===== config.mk =====
export PLATFORM = sky130hd
export DESIGN_NAME = ddr3_refresh_ctl
export DESIGN_NICKNAME = d
export VERILOG_FILES = /design/src/rtl/ddr3_refresh_ctl.sv
export SDC_FILE = /design/constraint.sdc
export NUM_CORES = 1
export LEC_CHECK = 0
export CAP_MARGIN = 20
export CELL_PAD_IN_SITES_DETAIL_PLACEMENT = 0
export CELL_PAD_IN_SITES_GLOBAL_PLACEMENT = 2
export CORE_MARGIN = 2
export CORE_UTILIZATION = 37
export DETAILED_ROUTE_END_ITERATION = 10
export PLACE_DENSITY_LB_ADDON = 0.2
export SYNTH_ARGS = -nofsm -noshare
export SYNTH_HDL_FRONTEND = slang
export SYNTH_SLANG_ARGS = --single-unit

===== constraint.sdc =====
create_clock -name clock -period 3.35 [get_ports clock]
set_input_delay 0.67 -clock clock [delete_from_list [all_inputs] [get_ports clock]]
set_output_delay 0.67 -clock clock [all_outputs]
set_load 0.1 [all_outputs]

===== src/rtl/ddr3_refresh_ctl.sv =====
// DDR3 auto-refresh controller.
// Counts tREFI intervals, accumulates postponed refreshes, and when granted the command bus
// issues PREA followed by back-to-back REF commands until the postponed count is drained.
// Optional refresh pull-in (issue REFs early while the controller is idle) is built when the
// macro DDR3_REFRESH_PULLIN_EN is defined.
module ddr3_refresh_ctl #(
  parameter int unsigned DDR_FREQ_MHZ = 100,
  parameter int unsigned DDR_TREFI    = 7800,
  parameter int unsigned DDR_TRFC     = 110,
  parameter int unsigned DDR_TRP      = 15,
  parameter int unsigned DDR_RANKS    = 1,
  parameter int unsigned MAX_PENDING  = 8
) (
  input  logic                 clock,
  input  logic                 reset,
  input  logic                 enable_i,
  input  logic                 idle_i,
  output logic                 ref_req_o,
  output logic                 ref_urg_o,
  input  logic                 ref_gnt_i,
  output logic                 busy_o,
  output logic                 ref_done_o,
  output logic [3:0]           pending_o,
  output logic                 err_o,
  output logic [DDR_RANKS-1:0] dfi_cs_n_o,
  output logic                 dfi_ras_n_o,
  output logic                 dfi_cas_n_o,
  output logic                 dfi_we_n_o,
  output logic                 dfi_a10_o
);

  localparam int unsigned TCK    = 1000 / DDR_FREQ_MHZ;
  localparam int unsigned CREFI  = DDR_TREFI / TCK - 1;
  localparam int unsigned CRP    = (DDR_TRP + TCK - 1) / TCK;
  localparam int unsigned CRFC   = (DDR_TRFC + TCK - 1) / TCK;
  localparam int unsigned CNT_W  = (CREFI < 2) ? 1 : $clog2(CREFI + 1);
  localparam int unsigned WAIT_W = 16;

  localparam logic [CNT_W-1:0]  CREFI_LD = CNT_W'(CREFI);
  // Wait loads are "cycles remaining minus one" so the wait state ends when the count hits 0
  localparam logic [WAIT_W-1:0] CRP_LD   = WAIT_W'((CRP >= 2) ? CRP - 2 : 0);
  localparam logic [WAIT_W-1:0] CRFC_LD  = WAIT_W'((CRFC >= 2) ? CRFC - 2 : 0);
  localparam logic [3:0]        MAX_P    = 4'(MAX_PENDING);

  typedef enum logic [2:0] {
    StIdle, StReq, StPrea, StWrp, StRefr, StWrfc, StDone
  } state_t;

  state_t              r_state, w_state_d, w_drain_st;
  logic [WAIT_W-1:0]   r_wait, w_wait_d;
  logic [CNT_W-1:0]    r_cnt;
  logic [3:0]          r_pending, w_pending_d;
  logic                r_err, w_err_set;
  logic                w_tick, w_ref, w_ref_pullin, w_tick_credit, w_ref_norm, w_tick_pend;
  logic                r_ref_req, r_busy, r_done;
  logic [DDR_RANKS-1:0] r_cs_n;
  logic                r_ras_n, r_cas_n, r_we_n, r_a10;
  logic                w_is_prea, w_is_refr;

  // Interval counter: reloads on tick and holds at CREFI while disabled
  always_ff @(posedge clock) begin
    if (reset) begin
      r_cnt <= CREFI_LD;
    end else if (!enable_i || w_tick) begin
      r_cnt <= CREFI_LD;
    end else begin
      r_cnt <= r_cnt - CNT_W'(1);
    end
  end

  assign w_tick = enable_i && (r_cnt == '0);
  assign w_ref  = (r_state == StRefr);

`ifdef DDR3_REFRESH_PULLIN_EN
  logic [3:0] r_credit;

  // A REF issued with nothing postponed is a pull-in; ticks repay outstanding credit first
  assign w_ref_pullin  = w_ref && (r_pending == '0);
  assign w_tick_credit = w_tick && (r_credit != '0);

  // Credit counter: +1 per pulled-in REF, -1 per tick absorbed
  always_ff @(posedge clock) begin
    if (reset) begin
      r_credit <= '0;
    end else if (w_ref_pullin && !w_tick_credit) begin
      r_credit <= r_credit + 4'd1;
    end else if (!w_ref_pullin && w_tick_credit) begin
      r_credit <= r_credit - 4'd1;
    end
  end
`else
  logic w_unused_idle;

  assign w_ref_pullin  = 1'b0;
  assign w_tick_credit = 1'b0;
  assign w_unused_idle = idle_i;
`endif

  assign w_ref_norm  = w_ref && !w_ref_pullin;
  assign w_tick_pend = w_tick && !w_tick_credit;

  // Next postponed count; a tick and a REF in the same cycle cancel out
  always_comb begin
    w_pending_d = r_pending;
    w_err_set   = 1'b0;
    if (w_tick_pend && !w_ref_norm) begin
      if (r_pending == MAX_P) begin
        w_err_set = 1'b1;
      end else begin
        w_pending_d = r_pending + 4'd1;
      end
    end else if (!w_tick_pend && w_ref_norm) begin
      w_pending_d = r_pending - 4'd1;
    end
  end

  // Pending count and sticky overflow flag
  always_ff @(posedge clock) begin
    if (reset) begin
      r_pending <= '0;
      r_err     <= 1'b0;
    end else begin
      r_pending <= w_pending_d;
      r_err     <= r_err | w_err_set;
    end
  end

  // Decisions use the updated count so a tick in the deciding cycle is honoured at once
  assign w_drain_st = (w_pending_d != '0) ? StRefr : StDone;

  // Sequencer next-state and wait-timer logic
  always_comb begin
    w_state_d = r_state;
    w_wait_d  = r_wait;
    case (r_state)
      StIdle: begin
        if (w_pending_d != '0) begin
          w_state_d = StReq;
        end
`ifdef DDR3_REFRESH_PULLIN_EN
        else if (idle_i && (r_credit < MAX_P)) begin
          w_state_d = StReq;
        end
`endif
      end
      StReq: begin
        if (ref_gnt_i) begin
          w_state_d = StPrea;
        end
      end
      StPrea: begin
        if (CRP <= 1) begin
          w_state_d = StRefr;
        end else begin
          w_state_d = StWrp;
          w_wait_d  = CRP_LD;
        end
      end
      StWrp: begin
        if (r_wait == '0) begin
          w_state_d = StRefr;
        end else begin
          w_wait_d = r_wait - WAIT_W'(1);
        end
      end
      StRefr: begin
        if (CRFC <= 1) begin
          w_state_d = w_drain_st;
        end else begin
          w_state_d = StWrfc;
          w_wait_d  = CRFC_LD;
        end
      end
      StWrfc: begin
        if (r_wait == '0) begin
          w_state_d = w_drain_st;
        end else begin
          w_wait_d = r_wait - WAIT_W'(1);
        end
      end
      StDone:  w_state_d = StIdle;
      default: w_state_d = StIdle;
    endcase
  end

  assign w_is_prea = (w_state_d == StPrea);
  assign w_is_refr = (w_state_d == StRefr);

  // FSM state register with outputs registered from the next state
  always_ff @(posedge clock) begin
    if (reset) begin
      r_state   <= StIdle;
      r_wait    <= '0;
      r_ref_req <= 1'b0;
      r_busy    <= 1'b0;
      r_done    <= 1'b0;
      r_cs_n    <= '1;
      r_ras_n   <= 1'b1;
      r_cas_n   <= 1'b1;
      r_we_n    <= 1'b1;
      r_a10     <= 1'b0;
    end else begin
      r_state   <= w_state_d;
      r_wait    <= w_wait_d;
      r_ref_req <= (w_state_d == StReq);
      r_busy    <= (w_state_d != StIdle) && (w_state_d != StReq);
      r_done    <= (w_state_d == StDone);
      r_cs_n    <= (w_is_prea || w_is_refr) ? '0 : '1;
      r_ras_n   <= !(w_is_prea || w_is_refr);
      r_cas_n   <= !w_is_refr;
      r_we_n    <= !w_is_prea;
      r_a10     <= w_is_prea;
    end
  end

  assign ref_req_o   = r_ref_req;
  assign ref_urg_o   = (r_pending == MAX_P);
  assign busy_o      = r_busy;
  assign ref_done_o  = r_done;
  assign pending_o   = r_pending;
  assign err_o       = r_err;
  assign dfi_cs_n_o  = r_cs_n;
  assign dfi_ras_n_o = r_ras_n;
  assign dfi_cas_n_o = r_cas_n;
  assign dfi_we_n_o  = r_we_n;
  assign dfi_a10_o   = r_a10;

endmodule


## Word-level counts from Yosys, hierarchy flattened

Cells that the tools add are included.

- Bits in registers: 42
- Output and inout port bits: 14
- Word-level logic and storage cells: 65

- Add/sub/neg operators: 4
- Equal/unequal tests: 12
- Multiplexer cells: 14
- Bitwise logic cells: 1
- Reductions and logical operators: 21

Operators with widths:

| kind | count |
|---|---|
| $pmux W16 S3 | 1 |
| $pmux W3 S6 | 1 |
| $logic_not A16 Y1 | 1 |
| $mux W16 | 1 |
| $sub A16 B1 Y16 const B | 1 |
| $eq A3 B3 Y1 const B | 4 |
| $mux W3 | 4 |
| $mux W4 | 3 |
| $logic_not A10 Y1 | 1 |
| $sub A10 B1 Y10 const B | 1 |
| $eq A3 B2 Y1 const B | 3 |
| $eq A3 B1 Y1 const B | 2 |
| $logic_not A1 Y1 | 6 |
| $reduce_bool A3 Y1 | 2 |
| $add A4 B1 Y4 const B | 1 |
| $eq A4 B4 Y1 const B | 1 |
| $logic_and A1 B1 Y1 | 4 |
| $reduce_bool A4 Y1 | 1 |
| $reduce_or A2 Y1 | 2 |
| $sub A4 B1 Y4 const B | 1 |
| $logic_not A3 Y1 | 1 |
| $mux W1 | 3 |
| $ne A3 B1 Y1 const B | 1 |
| $logic_or A1 B1 Y1 | 2 |
| other kinds (4) | 4 |

## Longest topological paths before layout

Gate-level depths: netlist of run 1.

- Depth in word-level cells: 13
- Gate-level depth with buffers: 9
- Gate-level depth less buffers: 8

## Worst setup path before layout of run 1

Ideal clock, no wire load.

- Kind: reg2reg
- Start point: reg r_pending[0] (netlist: pending_o[0])
- End point: reg r_state[1]
- Arrival: 2634 ps
- Data required time: 3267 ps
- Path slack: 633 ps
- Cell stages (with the launch flop): 7
- Path buffers: 0
- Cells stage by stage: dfxtp_1 -> inv_1 -> ha_1 -> nor4_1 -> a211oi_1 -> or4_4 -> o31ai_4

- Longest elaborated chain between the ends: 7
- Elaborated cells between the ends (all ways): 11
- Those cells by class: add/sub (2); eq/ne (1); mux (7); reduce/logical (1)

RTL lines:

| item | RTL line | text |
|---|---|---|
| start: declaration | 52 | `logic [3:0] r_pending, w_pending_d;` |
| start signal: assignment | 123 | `r_pending <= w_pending_d;` |
| $sub A4 B1 Y4, or another cell as far along | 113 | `w_pending_d = r_pending - 4'd1;` |
| $mux W4, on equally long branches | 112, 107 |  |
| $mux W4 (*) | 106 | `if (w_tick_pend && !w_ref_norm) begin` |
| $reduce_bool A4 Y1 (*) | 129, 137 |  |
| $mux W2 | 129 | `assign w_drain_st = (w_pending_d != '0) ? StRefr : StDone;` |
| $mux W3 | 175 | `if (r_wait == '0) begin` |
| $pmux W3 S6 (*) | 135 | `case (r_state)` |
| end signal: assignment | 192 | `r_state <= StIdle;` |
| end signal: assignment | 203 | `r_state <= w_state_d;` |
| end: declaration | 49 | `state_t r_state, w_state_d, w_drain_st;` |

Every way passes the cells marked *; elsewhere a longest branch is shown, timed or not.
A chain may end at the register's enable or synchronous reset.

==> flow_summary.toml, run 1 <==
[synthesis]
async_flop_share = 0
synth_fp_nets = 247
synthCells = 236
syn_area_per_cell_um2 = 8.78
seq_area_frac_synth = 0.396
synthDistinctLibCells = 48
ys.flop_type = "dfxtp_1"
syn_area_mm2 = 0.00207
ys_ff_latch = 41
synth_edf_count = 0
ys_warn_count = 0

[sta]
relSlewSlack = 0.342
finalCriticalPeriod_ns = 2.41
finalHoldViolations = 0
finalSetupViolCount = 0
period_share = 0.720
fin_setup_tns_ns = 0
tightest_slew_ns = 0.985
setup_slack_ns = 0.938
slew_viol_final = 0
grt_setup_unrepaired = "no"
finClkSkew_ns = 0.00695
fmax_mhz = 415

[worst_setup_path]
crit_fanout = 2
critical_path_required_ns = 2.68
rrSetupSlack_ns = 1.05
reg2reg_to = "r_state[1]$_SDFF_PP0_"
crit_slowest_cell = "clkdlybuf4s50_1"
r2r-start = "r_state[2]$_SDFF_PP0_"
arrival_ns = 1.74
critical_path_class = "flop to output port"
cp_cell_sequence = "clkdlybuf4s50_1"
startpoint_type = "flop"
ff2ff_path_depth = 6
critical_path.max_stage_delay_ns = 1.13
timing.critical_path.buf_inv = 1
critPathCaptureType = "output port"
crit_family = "buffers and inverters"

[power]
cellPowerDensity_mw_per_mm2 = 545
peakVddDrop_v = 0.000267
p_leak_nw = 0.909
power.total_mw = 1.30

[route]
drt-vias-per-instance = 5.06
wl_mm = 4.15
via_count = 1643
drt_iter0_drc = 58
remaining_drc_errors = 0
ant_nets = 0
drt_first_pass_iters = 4
post_drt_wl_per_cell_um = 12.8

[grt]
grt_pass1_wl_mm = 7.18
grt_pass1_vias = 1529
grt_overflow = 0
antenna_found_initial = 0
track_usage = 0.147
grt_max_degree = 16

[finish]
fillCellCount = 578
syn_to_final_growth_pct = 15.2
antenna_cells = 0
nNetsFinal = 263
seq_area_um2 = 821
final_layout_size_suffix_gt1_frac = 0.103
utilization = 0.436
multi_input_area_mm2 = 0.00118

[outcome]
outcome = "complete, no violations"

[floorplanning]
design.core.area_mm2 = 0.00547
dieArea_mm2 = 0.00621
rows = 27
die_x_um = 78.8
start_util = 0.379
die_y_um = 78.8
io_pins = 19

[clocking]
cts_hold_buffers = 0
clock_latency_ns = 0.29
cts_tree = "yes"
cts_resized = 0
clock-sinks = 41
cts_made_buffers = 5
cts_setup_buffers = 0
clockBufferDepth = 2
cts_max_level = 2
cts-root-buf = "clkbuf_8"
path_clk_slew_ns = 0.08

[placement]
hpwl_mm = 3.03
portBuffers = 17
pre_cts_slack_ns = 0.774
finalWeightedCongestion = 0.786

[hold_path]
min_from = "r_cnt[0]$_SDFF_PP1_"
whs_path_depth = 1
hold_class = "flop to flop"
min_delay_worst_endpoint = "r_cnt[0]$_SDFF_PP1_"

[flow_run]
maxCapViolations = 0
[per-layer routing]
layer	global-route usage	share of wire	up-vias
met5	0	0	-
met2	0.237	0.47	21
li1	-	-	852
met4	0.0621	0.016	0
met1	0.187	0.48	763
met3	0.0386	0.034	7
[metrics by stage]
| step | std cells | instance area [um2] | hold WS [ns] |
|---|---|---|---|
| after floorplan | 236 | 2070 | 0.371 |
| after global placement | 317 | 2290 | 0.384 |
| after detailed placement | 317 | 2290 | 0.392 |
| after CTS | 325 | 2390 | 0.411 |
| after global routing | 325 | 2390 | 0.437 |
| final | 325 | 2390 | 0.406 |
[logic make-up (layout without fill, tap and decap cells)]
group,after synthesis,after routing,synth area share
flops,41,41,0.396
simple gates,114,114,0.319
buf+inv,17,34,0.0332
mux,4,4,0.0199
compound gates,31,31,0.0978
xor+xnor,23,23,0.0972
fa+ha+maj,6,6,0.0362
[sequential cells by signal, summed over array words and instances (netlist names), 3 cells and up]
name       cells
r_state        3
r_wait        16
pending_o      4
r_cnt         10
[final cells by class]
cell class,count,share of cell area
tap,72,0.0377
sequential,41,0.344
timing repair buffer,18,0.0681
multi-input combinational,178,0.495
clock inverter,1,0.00210
clock buffer,7,0.0404
inverter,8,0.0126
[how the worst max path moves through the flow]
stage                            startpoint                    end  slack, ns  cells after the start
floorplan           pending_o[0]$_SDFF_PP0_  r_state[1]$_SDFF_PP0_       0.63                      6
global route            r_cnt[1]$_SDFF_PP1_  r_state[1]$_SDFF_PP0_       0.81                      8
finish                dfi_cs_n_o$_SDFF_PP1_            dfi_ras_n_o       0.94                      1
detailed placement                 enable_i  r_state[1]$_SDFF_PP0_       0.77                      6
global placement                   enable_i  r_state[1]$_SDFF_PP0_       0.79                      6
CTS                   dfi_cs_n_o$_SDFF_PP1_            dfi_ras_n_o       0.92                      1
[synth_stat cells, types with 2 or more instances]
cell      count  share of area
a211oi_1      3          0.011
a21oi_1      13          0.031
and3_1        2         0.0060
clkbuf_1      6          0.011
dfxtp_1      41           0.40
ha_1          6          0.036
inv_1         8          0.014
mux2i_1       3          0.014
nand2_1      20          0.036
nand2b_1      3         0.0091
nand3_1       4         0.0097
nand3b_1      4          0.014
nand4_1       3         0.0091
nor2_1       33          0.060
nor2b_1       6          0.018
nor3_1        8          0.019
nor3b_1       6          0.022
nor4_1        7          0.021
o21ai_0       5          0.012
o21bai_1      2         0.0072
o31ai_1       2         0.0072
or3_1         2         0.0060
or4_4         3          0.016
xnor2_1      15          0.063
xor2_1        8          0.034
[power breakdown]
group / leakage (nW) / internal [mW] / switching, mW
Clock: 0.0542 / 0.186 / 0.167
Combinational: 0.524 / 0.144 / 0.231
Sequential: 0.331 / 0.525 / 0.0487
Total: 0.909 / 0.855 / 0.447
[placed cells by master, fill, tap and decap left out, types with 2 or more instances in the layout]
master / n
or3_1: 2
ha_1: 6
o21ai_0: 5
dfxtp_1: 41
nor3b_1: 6
nand2b_1: 3
xor2_1: 8
xnor2_1: 15
buf_4: 7
nor2_1: 33
o21bai_1: 2
nor4_1: 7
or4_4: 3
nor2b_1: 6
nor3_1: 8
nand3b_1: 4
and3_1: 2
a211oi_1: 3
nand4_1: 3
clkbuf_8: 7
nand2_1: 20
inv_1: 8
clkdlybuf4s50_1: 11
a21oi_1: 13
mux2i_1: 3
o31ai_1: 2
nand3_1: 4
(Power assumes the default switching activity.)
==> run 2, diff against run 1 <==
- CORE_UTILIZATION: 37 -> 31
- clock period: 3.35 -> 2.2 ns (I/O delays scaled with it)
==> run 2 against run 1 <==
  * Global-route usage down 1.3 points
  * Utilization fell by 2.8 points
  * Sequential cell count unchanged
  * Via count is 3.2% higher
  * Combinational power up 70%
  * Largest power group unchanged
  * Highest routed layer unchanged
==> flow_summary.toml, run 2 (synthesis results as in run 1) <==
[hold_path]
hold_class = "flop to flop"

[route]
drt_first_pass_iters = 6
post_drt_wl_per_cell_um = 13.1
drt-vias-per-instance = 4.82
drt_iter0_drc = 47
ant_nets = 0
wl_mm = 4.62
remaining_drc_errors = 0
via_count = 1695

[sta]
finalHoldViolations = 0
period_share = 0.987
finClkSkew_ns = 0.00995
finalCriticalPeriod_ns = 2.17
finalSetupViolCount = 0
slew_viol_final = 0
grt_setup_unrepaired = "yes"
fmax_mhz = 460
fin_setup_tns_ns = 0
relSlewSlack = 0.687
tightest_slew_ns = 0.462
setup_slack_ns = 0.0283

[placement]
portBuffers = 17
placed_area_mm2 = 0.00244
finalWeightedCongestion = 0.767
pre_cts_slack_ns = -0.143
hpwl_mm = 3.33

[grt]
use_met3 = 0.0414
grt_overflow = 0
met2_usage = 0.198
grt_max_degree = 14
busiest_layer = "met2"
grt_pass1_wl_mm = 7.72
track_usage = 0.134
grt_pass1_vias = 1527
antenna_found_initial = 0
grt_util_met1 = 0.189

[clocking]
clock_latency_ns = 0.30
cts_max_level = 2
clock-sinks = 41
cts-root-buf = "clkbuf_8"
path_clk_slew_ns = 0.09
cts_tree = "yes"
cts_made_buffers = 5
cts_hold_buffers = 0
clockBufferDepth = 2

[finish]
final_common_cell = "dfxtp_1"
syn_to_final_growth_pct = 26.6
final_area_mm2 = 0.00262
top_register = "r_wait"
antenna_cells = 0
final_cell_mix = "35 x dfxtp_1, 34 x buf_4, 33 x nor2_1"
largest_reg_flops = 16
nNetsFinal = 285
final_layout_size_suffix_gt1_frac = 0.251

[floorplanning]
design.core.area_mm2 = 0.00642
die_x_um = 85.8
start_util = 0.323
dieArea_mm2 = 0.00735
die_y_um = 85.8
io_pins = 19
rows = 29

[power]
peakVddDrop_v = 0.000390
cellPowerDensity_mw_per_mm2 = 773
power.total_mw = 2.03
p_leak_nw = 1.01

[worst_setup_path]
startpoint_type = "flop"
crit_fanout = 4
critPathCaptureType = "flop"
critical_path_class = "flop to flop"
critical_path_required_ns = 2.43
arrival_ns = 2.40

[outcome]
outcome = "complete, no violations"

[flow_run]
maxCapViolations = 0
run 2: path summary, 6_finish.rpt:
kind                           end  slack (ns)  cells past startpoint                 from
max          r_state[1]$_SDFF_PP0_        0.03                      9  r_cnt[0]$_SDFF_PP1_
min               err_o$_SDFF_PP0_        0.48                      2     err_o$_SDFF_PP0_
max reg2reg  r_state[1]$_SDFF_PP0_        0.03                      9  r_cnt[0]$_SDFF_PP1_
min reg2reg       err_o$_SDFF_PP0_        0.48                      2     err_o$_SDFF_PP0_
run 2: through the flow:
stage | util | hold slack [ns] | cells
floorplan | - | 0.371 | 236
global placement | 0.381 | 0.463 | 342
detailed placement | 0.381 | 0.460 | 342
CTS | 0.396 | 0.484 | 350
global route | 0.409 | 0.532 | 352
finish | 0.409 | 0.479 | 352
run 2: worst max-delay path, cell delays in order, from the launching register on:
cell and delay, ns:
dfxtp_2 0.33, inv_2 0.07, ha_4 0.13, nor3b_4 0.26, nand4_4 0.17, buf_6 0.17, mux2i_4 0.18, xor2_2 0.16
or4_4 0.47, o31ai_4 0.17
run 2: where the power goes:
group          switching, mW  total (mW)  internal [mW]
sequential            0.0558       0.855          0.800
clock                  0.278       0.534          0.255
combinational          0.385       0.639          0.254
total                  0.719        2.03           1.31
run 2: final cells by class:
cell class | count | area, um2
fill | 655 | 3800
clock buffer | 7 | 86.3
clock inverter | 1 | 7.51
inverter | 8 | 30.0
tap | 77 | 96.3
multi-input combinational | 178 | 1240
timing repair buffer | 40 | 328
sequential | 41 | 833
run 2: what timing repair did:
item,4_1_cts,5_1_grt
gates resized for setup,1,16
gates cloned,0,0
setup endpoints to repair,6,6
setup buffers,0,2
pin swaps,1,2
run 2: metal layers:
| layer | vias up | wire length, um |
|---|---|---|
| met5 | - | 0 |
| met4 | 0 | 58 |
| met3 | 6 | 140 |
| met2 | 15 | 2080 |
| met1 | 775 | 2340 |
| li1 | 899 | - |
==> run 3, diff against run 2 <==
- CORE_UTILIZATION: 31 -> 33
- CTS_BUF_LIST: not set -> sky130_fd_sc_hd__clkbuf_8
- SKIP_LAST_GASP: not set -> 1
==> run 3 against run 2 <==
  * Maximum frequency increased by 2.9%
  * Register-to-register slack improved by 0.06 ns
  * Clock skew down 0.0036 ns
  * Sequential power about the same
  * Design area up 0.91%
  * Setup slack improved by 0.060 ns
  * Sequential share of layout area down 0.29 points
  * Critical path depth decreased by 1
  * First-iteration DRC count is 15% higher
  * Utilization rose by 3.3 points
  * Worst hold slack gained 0.0026 ns
  * Wire length grew 2.4%
  * Highest routed layer unchanged
==> flow_summary.toml, run 3 (synthesis results as in run 1) <==
[finish]
fin_cells = 351
final_layout_size_suffix_gt1_frac = 0.268
top_register = "r_wait"
largest_reg_flops = 16
final_cell_mix = "37 x buf_4, 35 x dfxtp_1, 33 x nor2_1"
final_common_cell = "buf_4"
fillCellCount = 617
nNetsFinal = 286
antenna_cells = 0
syn_to_final_growth_pct = 27.8

[grt]
grt_pass1_wl_mm = 7.91
grt_overflow = 0
antenna_found_initial = 0
grt_max_degree = 15
grt_pass1_vias = 1647
track_usage = 0.140

[worst_setup_path]
timing.critical_path.buf_inv = 1
crit_family = "simple AND/OR/NAND/NOR gates"
startpoint_type = "flop"
arrival_ns = 2.34
critical_path.max_stage_delay_ns = 0.57
crit_slowest_cell = "or4_4"
cp_cell_sequence = "inv_1, ha_1, nor3b_4, nand4_4, mux2i_1, mux2i_2, or4_4, o31ai_4"
crit_fanout = 5
critical_path_required_ns = 2.43
critical_path_class = "flop to flop"
critPathCaptureType = "flop"

[power]
sw_frac_of_total = 0.345
peakVddDrop_v = 0.000440
p_leak_nw = 1.06
internal_power_mw = 1.39
cellPowerDensity_mw_per_mm2 = 801
pwr-share-seq = 0.404
power.total_mw = 2.12
pwr-share-clk = 0.296
pwr-share-comb = 0.300
switching_power_mw = 0.731

[clocking]
path_clk_slew_ns = 0.09
clockBufferDepth = 2
cts_hold_buffers = 0
cts-root-buf = "clkbuf_8"
clock_latency_ns = 0.30
cts_max_level = 2
clock-sinks = 41
cts_made_buffers = 5
cts_tree = "yes"

[placement]
portBuffers = 17
hpwl_mm = 3.32
placed_cells = 342
finalWeightedCongestion = 0.722

[route]
remaining_drc_errors = 0
ant_nets = 0
wl_mm = 4.73
drt-vias-per-instance = 4.95
post_drt_wl_per_cell_um = 13.5
drt_iter0_drc = 54
via_count = 1738
drt_first_pass_iters = 4

[sta]
slew_viol_final = 0
fin_setup_tns_ns = 0
finClkSkew_ns = 0.00630
period_share = 0.960
finalCriticalPeriod_ns = 2.11
fmax_mhz = 474
relSlewSlack = 0.693
finalHoldViolations = 0
finalSetupViolCount = 0
tightest_slew_ns = 0.456

[floorplanning]
start_util = 0.346
die_y_um = 83.2
dieArea_mm2 = 0.00693
rows = 28
design.core.area_mm2 = 0.00599
io_pins = 19
die_x_um = 83.2

[outcome]
outcome = "complete, no violations"

[flow_run]
maxCapViolations = 0

[hold_path]
hold_class = "flop to flop"
-- run 3: timing repair --
action                     CTS  global route
setup buffers                0             1
resized for setup            1            15
pin swaps                    0             6
setup endpoints to repair    6             6
gates cloned                 0             0
hold endpoints to repair     0             0
-- run 3: layout make-up --
type | count | area (um2) | area share
tap | 75 | 93.8 | 0.0354
multi-input combinational | 178 | 1250 | 0.471
inverter | 8 | 30.0 | 0.0113
timing repair buffer | 41 | 328 | 0.124
sequential | 41 | 833 | 0.315
clock inverter | 3 | 46.3 | 0.0175
clock buffer | 5 | 68.8 | 0.0260
-- run 3: worst paths after layout --
kind                                               to  slack (ns)                 from  depth (start not counted)
worst max-delay path            r_state[1]$_SDFF_PP0_        0.09  r_cnt[1]$_SDFF_PP1_                          8
worst min register to register       err_o$_SDFF_PP0_        0.48     err_o$_SDFF_PP0_                          2
worst min-delay path                 err_o$_SDFF_PP0_        0.48     err_o$_SDFF_PP0_                          2
worst max register to register  r_state[1]$_SDFF_PP0_        0.09  r_cnt[1]$_SDFF_PP1_                          8
-- run 3: per-layer routing --
layer  track usage  wire length (um)
met1         0.185              2290
met2         0.221              2280
met3        0.0427               130
met4        0.0358                27
met5             0                 0
-- run 3: worst reg2reg max path: cells and delay by family (launching register included) --
kind / cells / cell delay, ns
compound gates: 1 / 0.17
fa+ha+maj: 1 / 0.14
simple gates: 3 / 1.00
mux: 2 / 0.34
buf+inv: 1 / 0.06
flops: 1 / 0.33
-- run 3: per-stage QoR --
stage	setup WS, ns	utilization	instance area, um2	hold WS (ns)
3_3_place_gp	-0.122	0.410	2460	0.461
6_report	0.0885	0.442	2650	0.481
5_1_grt	-0.0495	0.442	2650	0.518
2_1_floorplan	0.0498	-	2080	0.371
4_1_cts	0.0270	0.430	2580	0.493
3_5_place_dp	-0.111	0.410	2460	0.473
-- run 3: power groups by stage --
stage               combinational [mW]  sequential (mW)  clock (mW)
CTS                              0.630            0.855       0.656
global placement                 0.625            0.871           0
detailed placement               0.626            0.871           0
finish                           0.637            0.856       0.629
floorplan                        0.383            0.958           0
global route                     0.696            0.866       0.691
